`src/rtl/uart_rx_fifo_if.sv`:
```
// Read-side bundle of the UART receiver: pop request, FIFO head word and FIFO status.
// The consumer holds the master modport and the receiver holds the slave modport.
interface uart_rx_fifo_if #(
    parameter int DATA_BITS = 8
) ();
    logic                 rd;
    logic [DATA_BITS-1:0] rd_data;
    logic                 rd_valid;
    logic                 full;

    modport master (output rd, input rd_data, rd_valid, full);
    modport slave  (input rd, output rd_data, rd_valid, full);
endinterface

```
`src/rtl/uart_rx_fifo.sv`:
```
// UART receiver (runtime bit period, optional parity) feeding a small receive FIFO with sticky errors.
// A word is poppable the cycle after its stop sample; a word arriving while full is dropped and flagged as overrun.
module uart_rx_fifo #(
    parameter int DIV_W      = 16,
    parameter int DATA_BITS  = 8,
    parameter int PARITY     = 0,
    parameter int FIFO_DEPTH = 4
) (
    input  logic             clk,
    input  logic             rst_n,
    input  logic             rx,
    input  logic [DIV_W-1:0] div,
    input  logic             err_clr,
    output logic             busy,
    output logic             frame_err,
    output logic             parity_err,
    output logic             overrun,
    uart_rx_fifo_if.slave    rif
);
    localparam int PW = $clog2(FIFO_DEPTH);
    localparam int CW = PW + 1;
    localparam int BW = $clog2(DATA_BITS + 1);

    localparam logic [2:0] S_IDLE  = 3'd0;
    localparam logic [2:0] S_START = 3'd1;
    localparam logic [2:0] S_DATA  = 3'd2;
    localparam logic [2:0] S_PAR   = 3'd3;
    localparam logic [2:0] S_STOP  = 3'd4;

    logic                 rx_m, rx_s, rx_p;
    logic [2:0]           state;
    logic [DIV_W-1:0]     cnt, div_l;
    logic [BW-1:0]        bitn;
    logic [DATA_BITS-1:0] sh;
    logic                 par_bad;
    logic                 sample, stop_smp, exp_par;
    logic                 pop, push, set_fe, set_pe, set_ov;

    logic [DATA_BITS-1:0] mem [FIFO_DEPTH];
    logic [PW-1:0]        wptr, rptr, rptr_nx;
    logic [CW-1:0]        count, cnt_nx;
    logic [DATA_BITS-1:0] rd_data_q, head_nx;
    logic                 full_w;

    always_ff @(posedge clk or negedge rst_n) begin
        if (!rst_n) begin
            rx_m <= 1'b1;
            rx_s <= 1'b1;
            rx_p <= 1'b1;
        end else begin
            rx_m <= rx;
            rx_s <= rx_m;
            rx_p <= rx_s;
        end
    end

    assign sample   = (cnt == '0);
    assign stop_smp = (state == S_STOP) && sample;
    assign exp_par  = (PARITY == 2) ? ~^sh : ^sh;
    assign busy     = (state != S_IDLE);

    always_ff @(posedge clk or negedge rst_n) begin
        if (!rst_n) begin
            state   <= S_IDLE;
            cnt     <= '0;
            div_l   <= '0;
            bitn    <= '0;
            sh      <= '0;
            par_bad <= 1'b0;
        end else begin
            if (state != S_IDLE)
                cnt <= sample ? div_l - 1'b1 : cnt - 1'b1;
            case (state)
                S_IDLE: begin
                    // a falling edge is required, so a line stuck low cannot retrigger
                    if (rx_p && !rx_s) begin
                        div_l   <= div;
                        cnt     <= (div >> 1) - 1'b1;
                        bitn    <= '0;
                        par_bad <= 1'b0;
                        state   <= S_START;
                    end
                end
                S_START: if (sample) state <= rx_s ? S_IDLE : S_DATA;
                S_DATA: begin
                    if (sample) begin
                        sh   <= {rx_s, sh[DATA_BITS-1:1]};
                        bitn <= bitn + 1'b1;
                        if (bitn == BW'(DATA_BITS - 1))
                            state <= (PARITY != 0) ? S_PAR : S_STOP;
                    end
                end
                S_PAR: begin
                    if (sample) begin
                        par_bad <= (rx_s != exp_par);
                        state   <= S_STOP;
                    end
                end
                S_STOP:  if (sample) state <= S_IDLE;
                default: state <= S_IDLE;
            endcase
        end
    end

    assign full_w = (count == CW'(FIFO_DEPTH));
    assign pop    = rif.rd && (count != '0);
    assign set_fe = stop_smp && !rx_s;
    assign set_pe = stop_smp && rx_s && par_bad;
    assign set_ov = stop_smp && rx_s && !par_bad && full_w && !pop;
    assign push   = stop_smp && rx_s && !par_bad && (!full_w || pop);

    // rd_data is registered, so compute what the head will be after this edge
    always_comb begin
        rptr_nx = pop ? rptr + 1'b1 : rptr;
        cnt_nx  = count + CW'(push) - CW'(pop);
        if (push && (count == CW'(pop)))
            head_nx = sh;
        else if (cnt_nx == '0)
            head_nx = '0;
        else
            head_nx = mem[rptr_nx];
    end

    always_ff @(posedge clk or negedge rst_n) begin
        if (!rst_n) begin
            for (int i = 0; i < FIFO_DEPTH; i++) mem[i] <= '0;
            wptr      <= '0;
            rptr      <= '0;
            count     <= '0;
            rd_data_q <= '0;
        end else begin
            if (push) begin
                mem[wptr] <= sh;
                wptr      <= wptr + 1'b1;
            end
            rptr      <= rptr_nx;
            count     <= cnt_nx;
            rd_data_q <= head_nx;
        end
    end

    // a new error in the clearing cycle must survive the clear
    always_ff @(posedge clk or negedge rst_n) begin
        if (!rst_n) begin
            frame_err  <= 1'b0;
            parity_err <= 1'b0;
            overrun    <= 1'b0;
        end else begin
            frame_err  <= set_fe | (frame_err  & ~err_clr);
            parity_err <= set_pe | (parity_err & ~err_clr);
            overrun    <= set_ov | (overrun    & ~err_clr);
        end
    end

    assign rif.rd_data  = rd_data_q;
    assign rif.rd_valid = (count != '0);
    assign rif.full     = full_w;
endmodule

```
`src/flat_wrapper.sv`:
```
// flat-port wrapper written by rule: the top's interface ports become plain ports
module uart_rx_fifo_flat 
#(
    parameter int DIV_W      = 16,
    parameter int DATA_BITS  = 8,
    parameter int PARITY     = 0,
    parameter int FIFO_DEPTH = 4
)
  (clk, rst_n, rx, div, err_clr, busy, frame_err, parity_err, overrun, rif_rd, rif_rd_data, rif_rd_valid, rif_full);
  uart_rx_fifo_if #(.DATA_BITS(DATA_BITS)) rif_i ();
  input  logic clk;
  input  logic rst_n;
  input  logic rx;
  input  logic [DIV_W-1:0] div;
  input  logic err_clr;
  output logic busy;
  output logic frame_err;
  output logic parity_err;
  output logic overrun;
  input wire logic [$bits(rif_i.rd)-1:0] rif_rd;
  output wire logic [$bits(rif_i.rd_data)-1:0] rif_rd_data;
  output wire logic [$bits(rif_i.rd_valid)-1:0] rif_rd_valid;
  output wire logic [$bits(rif_i.full)-1:0] rif_full;
  assign rif_i.rd = rif_rd;
  assign rif_rd_data = rif_i.rd_data;
  assign rif_rd_valid = rif_i.rd_valid;
  assign rif_full = rif_i.full;
  uart_rx_fifo #(.DIV_W(DIV_W), .DATA_BITS(DATA_BITS), .PARITY(PARITY), .FIFO_DEPTH(FIFO_DEPTH)) u_core (.clk(clk), .rst_n(rst_n), .rx(rx), .div(div), .err_clr(err_clr), .busy(busy), .frame_err(frame_err), .parity_err(parity_err), .overrun(overrun), .rif(rif_i));
endmodule
```
`config.mk`:
```
export PLATFORM = sky130hd
export DESIGN_NAME = uart_rx_fifo_flat
export DESIGN_NICKNAME = d
export VERILOG_FILES = /design/src/rtl/uart_rx_fifo_if.sv /design/src/rtl/uart_rx_fifo.sv /design/src/flat_wrapper.sv
export SDC_FILE = /design/constraint.sdc
export NUM_CORES = 1
export LEC_CHECK = 0
export CORE_ASPECT_RATIO = 1.75
export CORE_MARGIN = 5
export CORE_UTILIZATION = 60
export DETAILED_ROUTE_END_ITERATION = 10
export GPL_TIMING_DRIVEN = 1
export PLACE_DENSITY = 0.85
export SYNTH_ARGS = -nofsm -noshare
export SYNTH_HDL_FRONTEND = slang
export SYNTH_SLANG_ARGS = --single-unit
export TNS_END_PERCENT = 50
```
`constraint.sdc`:
```
create_clock -name clk -period 10.09 [get_ports clk]
set_clock_uncertainty 0.05 [all_clocks]
set_input_delay 2.018 -clock clk [delete_from_list [all_inputs] [get_ports clk]]
set_output_delay 2.018 -clock clk [all_outputs]
set_load 0.02 [all_outputs]
```
After elaboration in Yosys (flattened, before gate mapping)
Index checks and enable logic that the tools add are counted.
{"block": "totals", "elab_cells": 111, "latch_bits": 0, "memories": 0, "ff_bits": 101, "inputBits": 21, "romBits": 0, "output_inout_bits": 14, "mem_bits_rw": 0}
{"block": "classes", "reduce_logical": 30, "bitwise_logic": 9, "n_shift": 0, "n_addsub": 8, "n_div": 0, "n_eq_ne": 14, "magnitude_cmp": 3, "multipliers": 0, "n_mux": 27}
{"operator": "$mux 16", "count": 4}
{"operator": "$mux 8", "count": 5}
{"operator": "$bwmux 32", "count": 1}
{"operator": "$sub 16x1->16 const B", "count": 2}
{"operator": "$mux 3", "count": 6}
{"operator": "$bmux 8 s2", "count": 1}
{"operator": "$demux 8 s2", "count": 1}
{"operator": "$logic_not 16->1", "count": 1}
{"operator": "$sub 15x1->16 const B", "count": 1}
{"operator": "$pmux 3 s5", "count": 1}
{"operator": "$logic_and 1x1->1", "count": 12}
{"operator": "$ne 2x1->1 const B", "count": 6}
{"operator": "$mux 4", "count": 2}
{"operator": "$pmux 4 s2", "count": 1}
{"operator": "$reduce_xor 8->1", "count": 1}
{"operator": "$eq 3x2->1 const B", "count": 2}
{"operator": "$eq 3x3->1 const B", "count": 2}
{"operator": "$ge 3x3->1 const B", "count": 2}
{"operator": "$logic_not 3->1", "count": 2}
{"operator": "$not 2->3", "count": 2}
{"operator": "$reduce_and 3->1", "count": 2}
{"operator": "$reduce_and 6->1", "count": 1}
{"operator": "$reduce_bool 3->1", "count": 2}
{"operator": "$add 2x1->2 const B", "count": 2}
{"operator": "18 further kinds", "count": 29}

Logic depth before layout (Yosys ltp)
Gate-level depths: netlist of run 1.
{"block": "logic_depth", "ltp_word": 10, "mapped_depth": 17, "ltp_nobuf": 15}

Least setup slack after synthesis of run 1
OpenSTA, ideal clock, no wires.
{"block": "synth_timing", "path_kind": "input -> register", "startpoint": "in rif_rd", "endpoint": "reg u_core.rd_data_q[0], in the netlist u_core.rif.rd_data[0]", "arrival_ns": 4.147, "path_slack_ns": 5.826, "path_stages": 15, "path_buffers": 1, "path_cell_list": "inv_1 nand2_1 and3_1 buf_6 inv_1 ha_1 inv_1 ha_1 inv_1 fa_1 xnor2_1 xnor2_1 nor3_1 nor2_1 a22o_1"}
{"block": "synth_between", "elab_chain_len": 8, "word_cells_on_any_way": 15}
{"item": "from (decl)", "line_no": "flat_wrapper.sv:20", "rtl": "input wire logic [$bits(rif_i.rd)-1:0] rif_rd;"}
{"item": "$logic_and 1x1->1 (*)", "line_no": "uart_rx_fifo.sv:106", "rtl": "assign pop = rif.rd && (count != '0);"}
{"item": "$logic_or 1x1->1", "line_no": "uart_rx_fifo.sv:110", "rtl": "assign push = stop_smp && rx_s && !par_bad && (!full_w || pop);"}
{"item": "$logic_and 1x1->1", "line_no": "uart_rx_fifo.sv:110"}
{"item": "$add 3x1->3", "line_no": "uart_rx_fifo.sv:115", "rtl": "cnt_nx = count + CW'(push) - CW'(pop);"}
{"item": "$sub 3x1->3 (*)", "line_no": "uart_rx_fifo.sv:115"}
{"item": "net u_core.cnt_nx[2]", "line_no": "uart_rx_fifo.sv:41", "rtl": "logic [CW-1:0] count, cnt_nx;"}
{"item": "$logic_not 3->1 (*)", "line_no": "uart_rx_fifo.sv:118", "rtl": "else if (cnt_nx == '0)"}
{"item": "$mux 8 (*)", "line_no": "uart_rx_fifo.sv:118"}
{"item": "$mux 8 (*)", "line_no": "uart_rx_fifo.sv:116", "rtl": "if (push && (count == CW'(pop)))"}
{"item": "net u_core.head_nx[0]", "line_no": "uart_rx_fifo.sv:42", "rtl": "logic [DATA_BITS-1:0] rd_data_q, head_nx;"}
{"item": "to (signal assigned)", "line_no": "uart_rx_fifo.sv:138", "rtl": "rd_data_q <= head_nx;"}
{"item": "to (decl)", "line_no": "uart_rx_fifo.sv:42"}
The timed path passes the listed nets; every way through them passes the cells marked *. The select of a mux whose other input is x is not followed.
A chain may end at the register's enable or synchronous reset.

Worst setup path after layout of run 1
{"block": "layout_timing", "startpoint": "in rif_rd", "endpoint": "reg u_core.rd_data_q[5], in the netlist u_core.rif.rd_data[5]"}
Same word-level chain as after synthesis.

==> results.py, run 1 <==
metrics = {
    "yosys": {
        "synth_cell_types": 62,
        "synth.area.top_cells": "dfrtp_1 (47%), mux2_2 (9.1%), xnor2_1 (3.9%), mux4_2 (3.4%), nand2_1 (3.2%)",
        "syn_inst": 471,
        "ys_async_sr_fraction": 1.00,
        "synth.most_common_cell": "dfrtp_1",
        "synth_edf_count": 0,
        "ys_seq_area_frac": 0.484,
        "yosys_warnings": 0,
        "netlist.area_leader.share": 0.469,
        "syn_area_um2": 5230,
        "synthTopCellsByCount": "dfrtp_1 (98), nand2_1 (45), mux2_2 (42)",
        "ys_ff_latch": 101,
        "syn_area_per_cell_um2": 11.1,
        "synth_top_area_cell": "dfrtp_1",
        "synth_top_flop_cell": "dfrtp_1",
        "syn_nets": 502,
    },
    "clocking": {
        "cts_htree_levels": 3,
        "clk_pin_slew_ns": 0.07,
        "clockRootBuffer": "clkbuf_16",
        "post_cts_buffers": 0,
        "post_cts_resize_count": 0,
        "clockBufferDepth": 2,
        "cts_buffers": 9,
        "cts-hold-fix-buffers": 0,
        "clk_latency_ns": 0.35,
        "clock-sinks": 101,
        "cts_tree": "built",
    },
    "worst_hold_path": {
        "hp-class": "reg -> reg",
        "hold_path.startpoint": "u_core.rx_m$_DFF_PN1_",
    },
    "placed_design": {
        "port_buffers": 34,
        "gp_congestion": 0.877,
        "dp_hpwl_um": 8050,
    },
    "route": {
        "drt-total-wl_um": 11200,
        "wl_per_cell_um": 18.2,
        "dr_total_vias": 3795,
        "drc": 0,
        "antenna_left": 0,
        "viasPerCell": 6.14,
        "firstDrtPassIters": 5,
        "drt_iter0_drc": 205,
    },
    "job": {
        "maxCapViolCount": 0,
    },
    "sta": {
        "tightestPinTransition_ns": 0.999,
        "max_freq_mhz": 200,
        "setup_tns_ns": 0,
        "fin_crit_sh": 0.495,
        "setup_viol": 0,
        "hold_viol": 0,
        "hold_ws_ns": 0.306,
        "post-route-min-period_ns": 5.00,
        "rsz0062_at_grt": "false",
        "slew_headroom": 0.332,
        "maxSlewViolCount": 0,
    },
    "worst_setup_path": {
        "crit_fanout": 8,
        "cp.arrival_ns": 5.23,
        "critPathRequiredTime_ns": 10.33,
        "timing.rr.start": "u_core.cnt[14]$_DFF_PN0_",
        "setup.worst_path.start": "rif_rd",
        "start_kind": "input pin",
        "worst_setup_path_end_kind": "flip-flop",
        "crit_type": "in -> reg",
    },
    "finish": {
        "antenna_cells": 0,
        "drive_gt1_frac": 0.190,
        "num-nets-final": 527,
        "syn_to_final_growth_pct": 13.4,
    },
    "global_route": {
        "antenna_found_initial": 0,
        "grt_pass1_wl_um": 19300,
        "overflow": 0,
        "grt_pass1_vias": 3985,
        "track_usage": 0.232,
        "grt_max_degree": 74,
    },
    "pwr": {
        "p_leak_nw": 2.64,
        "p_per_area_nw_per_um2": 186,
        "vdd_ir_drop_max_mv": 0.139,
    },
    "floorplan": {
        "initial_core_util": 0.607,
        "row_count": 45,
        "core_area_um2": 8610,
        "dieHeight_um": 133,
        "die_x_um": 80.5,
        "io_pins": 35,
        "dieArea_um2": 10700,
    },
    "run_status": {
        "run_status": "completed",
    },
}
-- layout by cell type, fill, tap and decap left out, types with 5 or more instances in the layout --
cell type,synthesis,final
nor4_1,6,6
o211ai_1,8,8
clkdlybuf4s50_1,0,33
inv_1,16,16
or4_1,5,5
o21ai_0,19,19
or3_1,7,7
a21oi_1,21,21
a22o_1,9,9
xor2_1,11,11
mux4_2,8,8
ha_1,9,9
clkbuf_16,0,9
nand2_1,45,45
xnor2_1,23,23
nor2_1,21,21
mux2_2,42,42
dfrtp_1,98,98
nand3_1,9,9
nor3_1,15,14
-- worst max-delay path: stages --
cell and delay, ns:
clkdlybuf4s50_1 0.47, inv_1 0.05, nand2_1 0.06, and3_1 0.50
inv_1 0.11, ha_1 0.30, inv_1 0.05, ha_1 0.13
inv_1 0.05, fa_1 0.37, xnor2_1 0.20, xnor2_1 0.18
nor3_1 0.07, nor2_1 0.46, a22o_1 0.21
-- cells by family after synthesis --
family                   count (synthesis)  synth area share
AO/OA/AOI/OAI                           95             0.124
XOR/XNOR                                35            0.0601
adder cells (fa/ha/maj)                 10            0.0254
buffers and inverters                   39            0.0314
flip-flops                             101             0.484
multiplexers                            55             0.136
AND/OR/NAND/NOR                        136             0.139
-- per-stage QoR --
step,power (mW),utilization,cell area [um2],cells,setup WS [ns]
final,1.10,0.688,5930,618,5.09
after global routing,1.16,0.688,5930,618,4.80
after CTS,1.11,0.688,5930,618,5.06
after detailed placement,0.762,0.654,5630,602,4.67
after global placement,0.749,0.654,5630,602,4.86
after floorplan,0.686,-,5230,471,5.83
-- cell type report --
cell class                      count  area (um2)
Clock buffer                        9         225
Sequential cell                   101        2530
Timing Repair Buffer               37         360
Tap cell                          117         146
Inverter                           16        60.1
Clock inverter                      7        67.6
Multi-Input combinational cell    331        2530
Fill cell                         653        2690
-- metal layers --
layer	share of wire	GRT usage	wire length (um)
met5	0	0	0
met4	0.030	0.107	332
met3	0.045	0.0440	509
met2	0.56	0.420	6350
met1	0.36	0.254	4050
-- where the power goes --
group	leakage, nW	switching [mW]	internal (mW)	total [mW]
Clock	0.142	0.167	0.174	0.341
Combinational	1.17	0.112	0.101	0.213
Sequential	1.32	0.0824	0.467	0.550
Total	2.64	0.361	0.742	1.10
-- sequential cells by signal, summed over array words and instances, names as in the netlist, 2 cells and up --
register            cells
u_core.div_l           16
u_core.sh               8
u_core.state            3
u_core.wptr             2
u_core.cnt             16
u_core.bitn             4
u_core.mem             32
u_core.rif.rd_data      8
u_core.rptr             2
u_core.count            3
-- final timing paths --
kind                       depth (start not counted)                               to  slack (ns)
max                                               15  u_core.rif.rd_data[5]$_DFF_PN0_        5.09
max in group asynchronous                          2     u_core.div_l[13]$_DFFE_PN0P_        7.23
min in group asynchronous                          1         u_core.rptr[0]$_DFF_PN0_        1.54
min                                                0            u_core.rx_s$_DFF_PN1_        0.31
min reg2reg                                        0            u_core.rx_s$_DFF_PN1_        0.31
max reg2reg                                       15  u_core.rif.rd_data[5]$_DFF_PN0_        5.21
Power figures use the tool's default switching activity.
==> run 2: changes to the inputs <==
- CORE_UTILIZATION: 60 -> 59
- PLACE_DENSITY: 0.85 -> 0.84
- clock period: 10.09 -> 5 ns (I/O delays scaled with it)
==> run 2 against run 1 <==
Against the previous run:
- largest power group unchanged
- setup slack worse by 4.3 ns
- critical path depth up 1
- sequential share of layout area down 0.30 points
- via count up 0.69%
- sequential power up 100%
- critical path type is now reg -> reg
- cell count up 0.32%
==> results.py, run 2 (synthesis gave the netlist of run 1 again) <==
metrics = {
    "worst_setup_path": {
        "timing.rr.start": "u_core.cnt[14]$_DFF_PN0_",
        "setup.worst_path.start": "u_core.cnt[14]$_DFF_PN0_",
        "cp.arrival_ns": 4.48,
        "reg2reg_slack_ns": 0.75,
        "critPathRequiredTime_ns": 5.23,
        "r2r_end": "u_core.rif.rd_data[6]$_DFF_PN0_",
        "crit_fanout": 8,
        "worst_setup_path_end_kind": "flip-flop",
        "rr_worst_depth": 16,
        "crit_type": "reg -> reg",
        "start_kind": "flip-flop",
    },
    "pwr": {
        "p_leak_nw": 2.66,
        "pwr-share-seq": 0.483,
        "vdd_ir_drop_max_mv": 0.310,
        "p_clk_frac": 0.328,
        "p_int_mw": 1.59,
        "switching_share": 0.305,
        "comb_power_share": 0.189,
        "switchingPower_uw": 697,
        "p_per_area_nw_per_um2": 383,
    },
    "finish": {
        "n_fill_cell": 682,
        "num-nets-final": 529,
        "layout_commonest_cell": "dfrtp_1",
        "syn_to_final_growth_pct": 14.2,
        "top_register": "u_core.mem",
        "antenna_cells": 0,
        "largest_register_ff_count": 32,
        "fin_area_um2": 5970,
        "fin_util": 0.688,
        "reg_top3": "u_core.mem: 32 flops, u_core.cnt: 16 flops, u_core.div_l: 16 flops",
        "drive_gt1_frac": 0.191,
        "final_cell_mix": "dfrtp_1 (98), nand2_1 (45), mux2_2 (42), clkdlybuf4s50_1 (33), xnor2_1 (23)",
    },
    "placed_design": {
        "dp_hpwl_um": 8300,
        "port_buffers": 34,
        "dpl_worst_slack_ns": 0.864,
        "gp_congestion": 0.876,
        "placed_cell_area_um2": 5650,
    },
    "floorplan": {
        "io_pins": 35,
        "row_count": 45,
        "initial_core_util": 0.603,
        "dieArea_um2": 10900,
        "dieHeight_um": 134,
        "die_x_um": 81.1,
        "core_area_um2": 8670,
    },
    "route": {
        "drc": 0,
        "viasPerCell": 6.16,
        "firstDrtPassIters": 5,
        "drt_iter0_drc": 251,
        "antenna_left": 0,
        "dr_total_vias": 3821,
        "wl_per_cell_um": 18.5,
        "drt-total-wl_um": 11500,
    },
    "global_route": {
        "antenna_found_initial": 0,
        "grt_max_degree": 68,
        "track_usage": 0.230,
        "overflow": 0,
        "grt_pass1_wl_um": 19100,
        "grt_pass1_vias": 3950,
    },
    "sta": {
        "hold_ws_ns": 0.307,
        "post-route-min-period_ns": 4.25,
        "setup_tns_ns": 0,
        "setup_viol": 0,
        "rsz0062_at_grt": "false",
        "hold_viol": 0,
        "slew_headroom": 0.310,
        "maxSlewViolCount": 0,
        "fin_crit_sh": 0.849,
        "max_freq_mhz": 235,
        "setup_slack_ns": 0.753,
        "tightestPinTransition_ns": 1.03,
    },
    "clocking": {
        "clk_latency_ns": 0.35,
        "cts_buffers": 9,
        "post_cts_buffers": 0,
        "clockBufferDepth": 2,
        "cts_tree": "built",
        "cts-hold-fix-buffers": 0,
        "cts_htree_levels": 3,
        "clock-sinks": 101,
        "clockRootBuffer": "clkbuf_16",
        "clk_pin_slew_ns": 0.07,
        "post_cts_resize_count": 0,
    },
    "worst_hold_path": {
        "hold_path.startpoint": "u_core.rx_m$_DFF_PN1_",
        "hp-class": "reg -> reg",
        "min_to": "u_core.rx_s$_DFF_PN1_",
        "whs_path_depth": 0,
    },
    "job": {
        "maxCapViolCount": 0,
    },
    "run_status": {
        "run_status": "completed",
    },
}
-- run 2: cell count changes in the layout (fill, tap and decap cells not counted), sizes merged --
cell / previous run / this run
clkinvlp: 1 / 0
buf: 4 / 6
inv: 20 / 19
bufinv: 0 / 2
clkinv: 2 / 1
clkbuf: 9 / 10
-- run 2: area by class of cell --
cell class / count / area [um2] / area share
clock buffer: 10 / 229 / 0.0384
clock inverter: 6 / 91.3 / 0.0153
inverter: 16 / 60.1 / 0.0101
multi-input combinational: 331 / 2530 / 0.425
sequential: 101 / 2530 / 0.424
tap: 117 / 146 / 0.0245
timing repair buffer: 39 / 375 / 0.0629
-- run 2: critical path, cell delays in order, from the launching register on --
cell and delay [ns]:
dfrtp_1 0.43, or4_4 0.57, or4_4 0.54, nor2_4 0.11, and3_1 0.16, buf_4 0.21, inv_1 0.06, ha_1 0.28
inv_1 0.06, ha_1 0.15, inv_1 0.05, fa_1 0.37, xnor2_1 0.15, xnor2_1 0.24, nor3_1 0.07, nor2_1 0.44
a22o_1 0.22
-- run 2: metal layers --
metal  up-vias  global-route usage  routed length [um]
met5         -                   0                   0
met4         0               0.118                 464
met3        46              0.0387                 458
met2       126               0.426                6450
met1      1889               0.240                4130
li1       1760                   -                   -
-- run 2: power groups by stage --
| stage | combinational (mW) | clock, mW | sequential, mW |
|---|---|---|---|
| after floorplan | 0.326 | 0 | 1.06 |
| after global placement | 0.408 | 0 | 1.11 |
| after detailed placement | 0.426 | 0 | 1.11 |
| after CTS | 0.430 | 0.762 | 1.10 |
| after global routing | 0.480 | 0.797 | 1.12 |
| final | 0.432 | 0.750 | 1.11 |
-- run 2: worst max path at each step --
stage	slack [ns]	to	cells after the start
global route	0.56	u_core.rif.rd_data[6]$_DFF_PN0_	16
global placement	0.99	u_core.rif.rd_data[6]$_DFF_PN0_	16
floorplan	1.19	u_core.rif.rd_data[0]$_DFF_PN0_	16
detailed placement	0.86	u_core.rif.rd_data[6]$_DFF_PN0_	16
finish	0.75	u_core.rif.rd_data[6]$_DFF_PN0_	16
CTS	0.75	u_core.rif.rd_data[6]$_DFF_PN0_	16
-- run 2: stage by stage --
stage / power, mW / instances
floorplan: 1.38 / 471
global placement: 1.51 / 604
detailed placement: 1.54 / 604
CTS: 2.29 / 620
global route: 2.39 / 620
finish: 2.29 / 620
==> run 3: changes to the inputs <==
- CORE_UTILIZATION: 59 -> 53
- PLACE_DENSITY: 0.84 -> 0.8
- clock period: 5 -> 3.9 ns (I/O delays scaled with it)
==> run 3 against run 2 <==
Against the previous run:
- maximum frequency rose by 12%
- via count rose by 0.94%
- highest routed layer unchanged
- register-to-register slack got worse by 0.64 ns
- core utilization fell by 6.7 points
- largest power group unchanged
- sequential share of layout area fell by 0.82 points
==> results.py, run 3 (synthesis gave the netlist of run 1 again) <==
metrics = {
    "run_status": {
        "run_status": "completed",
    },
    "worst_setup_path": {
        "r2r_end": "u_core.rif.rd_data[5]$_DFF_PN0_",
        "rr_worst_depth": 16,
        "crit_fanout": 8,
        "cp.arrival_ns": 3.96,
        "start_kind": "flip-flop",
        "reg2reg_slack_ns": 0.12,
        "crit_type": "reg -> reg",
        "timing.rr.start": "u_core.cnt[13]$_DFF_PN0_",
        "critPathRequiredTime_ns": 4.08,
        "worst_setup_path_end_kind": "flip-flop",
    },
    "worst_hold_path": {
        "min_to": "u_core.rx_s$_DFF_PN1_",
        "hp-class": "reg -> reg",
        "whs_path_depth": 0,
        "hold_path.startpoint": "u_core.rx_m$_DFF_PN1_",
    },
    "pwr": {
        "p_per_area_nw_per_um2": 491,
        "vdd_ir_drop_max_mv": 0.346,
        "p_leak_nw": 2.71,
    },
    "global_route": {
        "grt_max_degree": 53,
        "grt_pass1_vias": 4091,
        "antenna_found_initial": 0,
        "track_usage": 0.208,
        "grt_pass1_wl_um": 19900,
        "overflow": 0,
    },
    "sta": {
        "tightestPinTransition_ns": 0.895,
        "hold_viol": 0,
        "max_freq_mhz": 264,
        "post-route-min-period_ns": 3.78,
        "maxSlewViolCount": 0,
        "slew_headroom": 0.402,
        "fin_crit_sh": 0.970,
        "hold_ws_ns": 0.309,
        "setup_viol": 0,
    },
    "floorplan": {
        "row_count": 48,
        "dieArea_um2": 12000,
        "dieHeight_um": 141,
        "core_area_um2": 9790,
        "die_x_um": 85.1,
        "io_pins": 35,
        "initial_core_util": 0.534,
    },
    "clocking": {
        "clk_latency_ns": 0.35,
        "clock-sinks": 101,
        "cts_htree_levels": 3,
        "clockBufferDepth": 2,
        "cts_buffers": 9,
        "cts_tree": "built",
        "clk_pin_slew_ns": 0.07,
        "clockRootBuffer": "clkbuf_16",
    },
    "finish": {
        "final_cell_mix": "dfrtp_1 (98), nand2_1 (45), mux2_2 (42), clkdlybuf4s50_1 (33), xnor2_1 (23)",
        "syn_to_final_growth_pct": 16.5,
        "largest_register_ff_count": 32,
        "top_register": "u_core.mem",
        "instances_no_fill": 639,
        "num-nets-final": 540,
        "drive_gt1_frac": 0.216,
        "reg_top3": "u_core.mem: 32 flops, u_core.cnt: 16 flops, u_core.div_l: 16 flops",
        "layout_commonest_cell": "dfrtp_1",
        "antenna_cells": 0,
    },
    "route": {
        "drt_iter0_drc": 225,
        "dr_total_vias": 3857,
        "antenna_left": 0,
        "drc": 0,
        "wl_per_cell_um": 18.1,
        "drt-total-wl_um": 11600,
        "top_layer_used": "met4",
        "wl_met1_um": 4040,
        "viasPerCell": 6.04,
        "wl_met3_um": 522,
        "firstDrtPassIters": 4,
        "wl_met2_um": 6660,
    },
    "job": {
        "maxCapViolCount": 0,
    },
    "placed_design": {
        "gp_congestion": 0.925,
        "dp_hpwl_um": 8420,
        "dp.cells": 619,
        "port_buffers": 34,
    },
}
==> run 3: changes by cell type in the layout (fill, tap and decap cells not counted), sizes merged <==
cell	previous run	this run
clkinvlp	0	1
inv	19	18
buf	6	17
==> run 3: area by class of cell <==
type | count | area (um2)
Fill cell | 768 | 3700
Multi-Input combinational cell | 331 | 2550
Sequential cell | 101 | 2530
Timing Repair Buffer | 50 | 458
Clock buffer | 10 | 239
Tap cell | 125 | 156
Clock inverter | 6 | 93.8
Inverter | 16 | 60.1
==> run 3: metal layers <==
layer / global-route usage / up-vias
li1: - / 1782
met2: 0.389 / 116
met3: 0.0442 / 37
met5: 0 / -
met4: 0.0851 / 0
met1: 0.221 / 1922
==> run 3: how the worst max path moves through the flow <==
stage / slack, ns / to / depth (start not counted) / startpoint
final: 0.12 / u_core.rif.rd_data[5]$_DFF_PN0_ / 16 / u_core.cnt[13]$_DFF_PN0_
after global routing: -0.04 / u_core.rif.rd_data[5]$_DFF_PN0_ / 16 / u_core.cnt[13]$_DFF_PN0_
after CTS: 0.08 / u_core.rif.rd_data[5]$_DFF_PN0_ / 15 / u_core.cnt[13]$_DFF_PN0_
after detailed placement: -0.08 / u_core.rif.rd_data[0]$_DFF_PN0_ / 15 / u_core.cnt[13]$_DFF_PN0_
after global placement: 0.1 / u_core.rif.rd_data[4]$_DFF_PN0_ / 15 / u_core.cnt[13]$_DFF_PN0_
after floorplan: 0.09 / u_core.rif.rd_data[0]$_DFF_PN0_ / 16 / u_core.cnt[14]$_DFF_PN0_
==> run 3: metrics by stage <==
step	TNS, ns	utilization	power, mW	setup WS [ns]	cell area (um2)
finish	0	0.622	2.99	0.117	6090
global route	-0.188	0.622	3.15	-0.0387	6090
CTS	0	0.618	2.99	0.0766	6050
detailed placement	-0.536	0.583	2.00	-0.0768	5710
global placement	0	0.583	1.96	0.0992	5710
floorplan	0	-	1.78	0.0863	5230
==> run 3: repair_timing <==
action,CTS,global route
endpoints found under the setup margin,8,8
buffers inserted,0,4
hold buffers,0,0
resized for setup,1,2
pin swaps,0,5
==> run 3: critical path, cell delays in order, from the launching register on <==
cell	delay, ns
dfrtp_1	0.42
or4_4	0.55
or4_4	0.45
nor2_4	0.10
and3_4	0.19
inv_1	0.05
ha_1	0.29
inv_1	0.06
ha_1	0.12
inv_1	0.04
fa_1	0.38
xnor2_1	0.20
xnor2_1	0.13
nor3_2	0.21
nor2_2	0.06
buf_4	0.18
a22o_1	0.19
==> run 3: power breakdown <==
group	total [mW]	internal, mW	switching, mW
Sequential	1.42	1.21	0.205
Clock	0.989	0.586	0.403
Combinational	0.584	0.283	0.301
Total	2.99	2.08	0.909
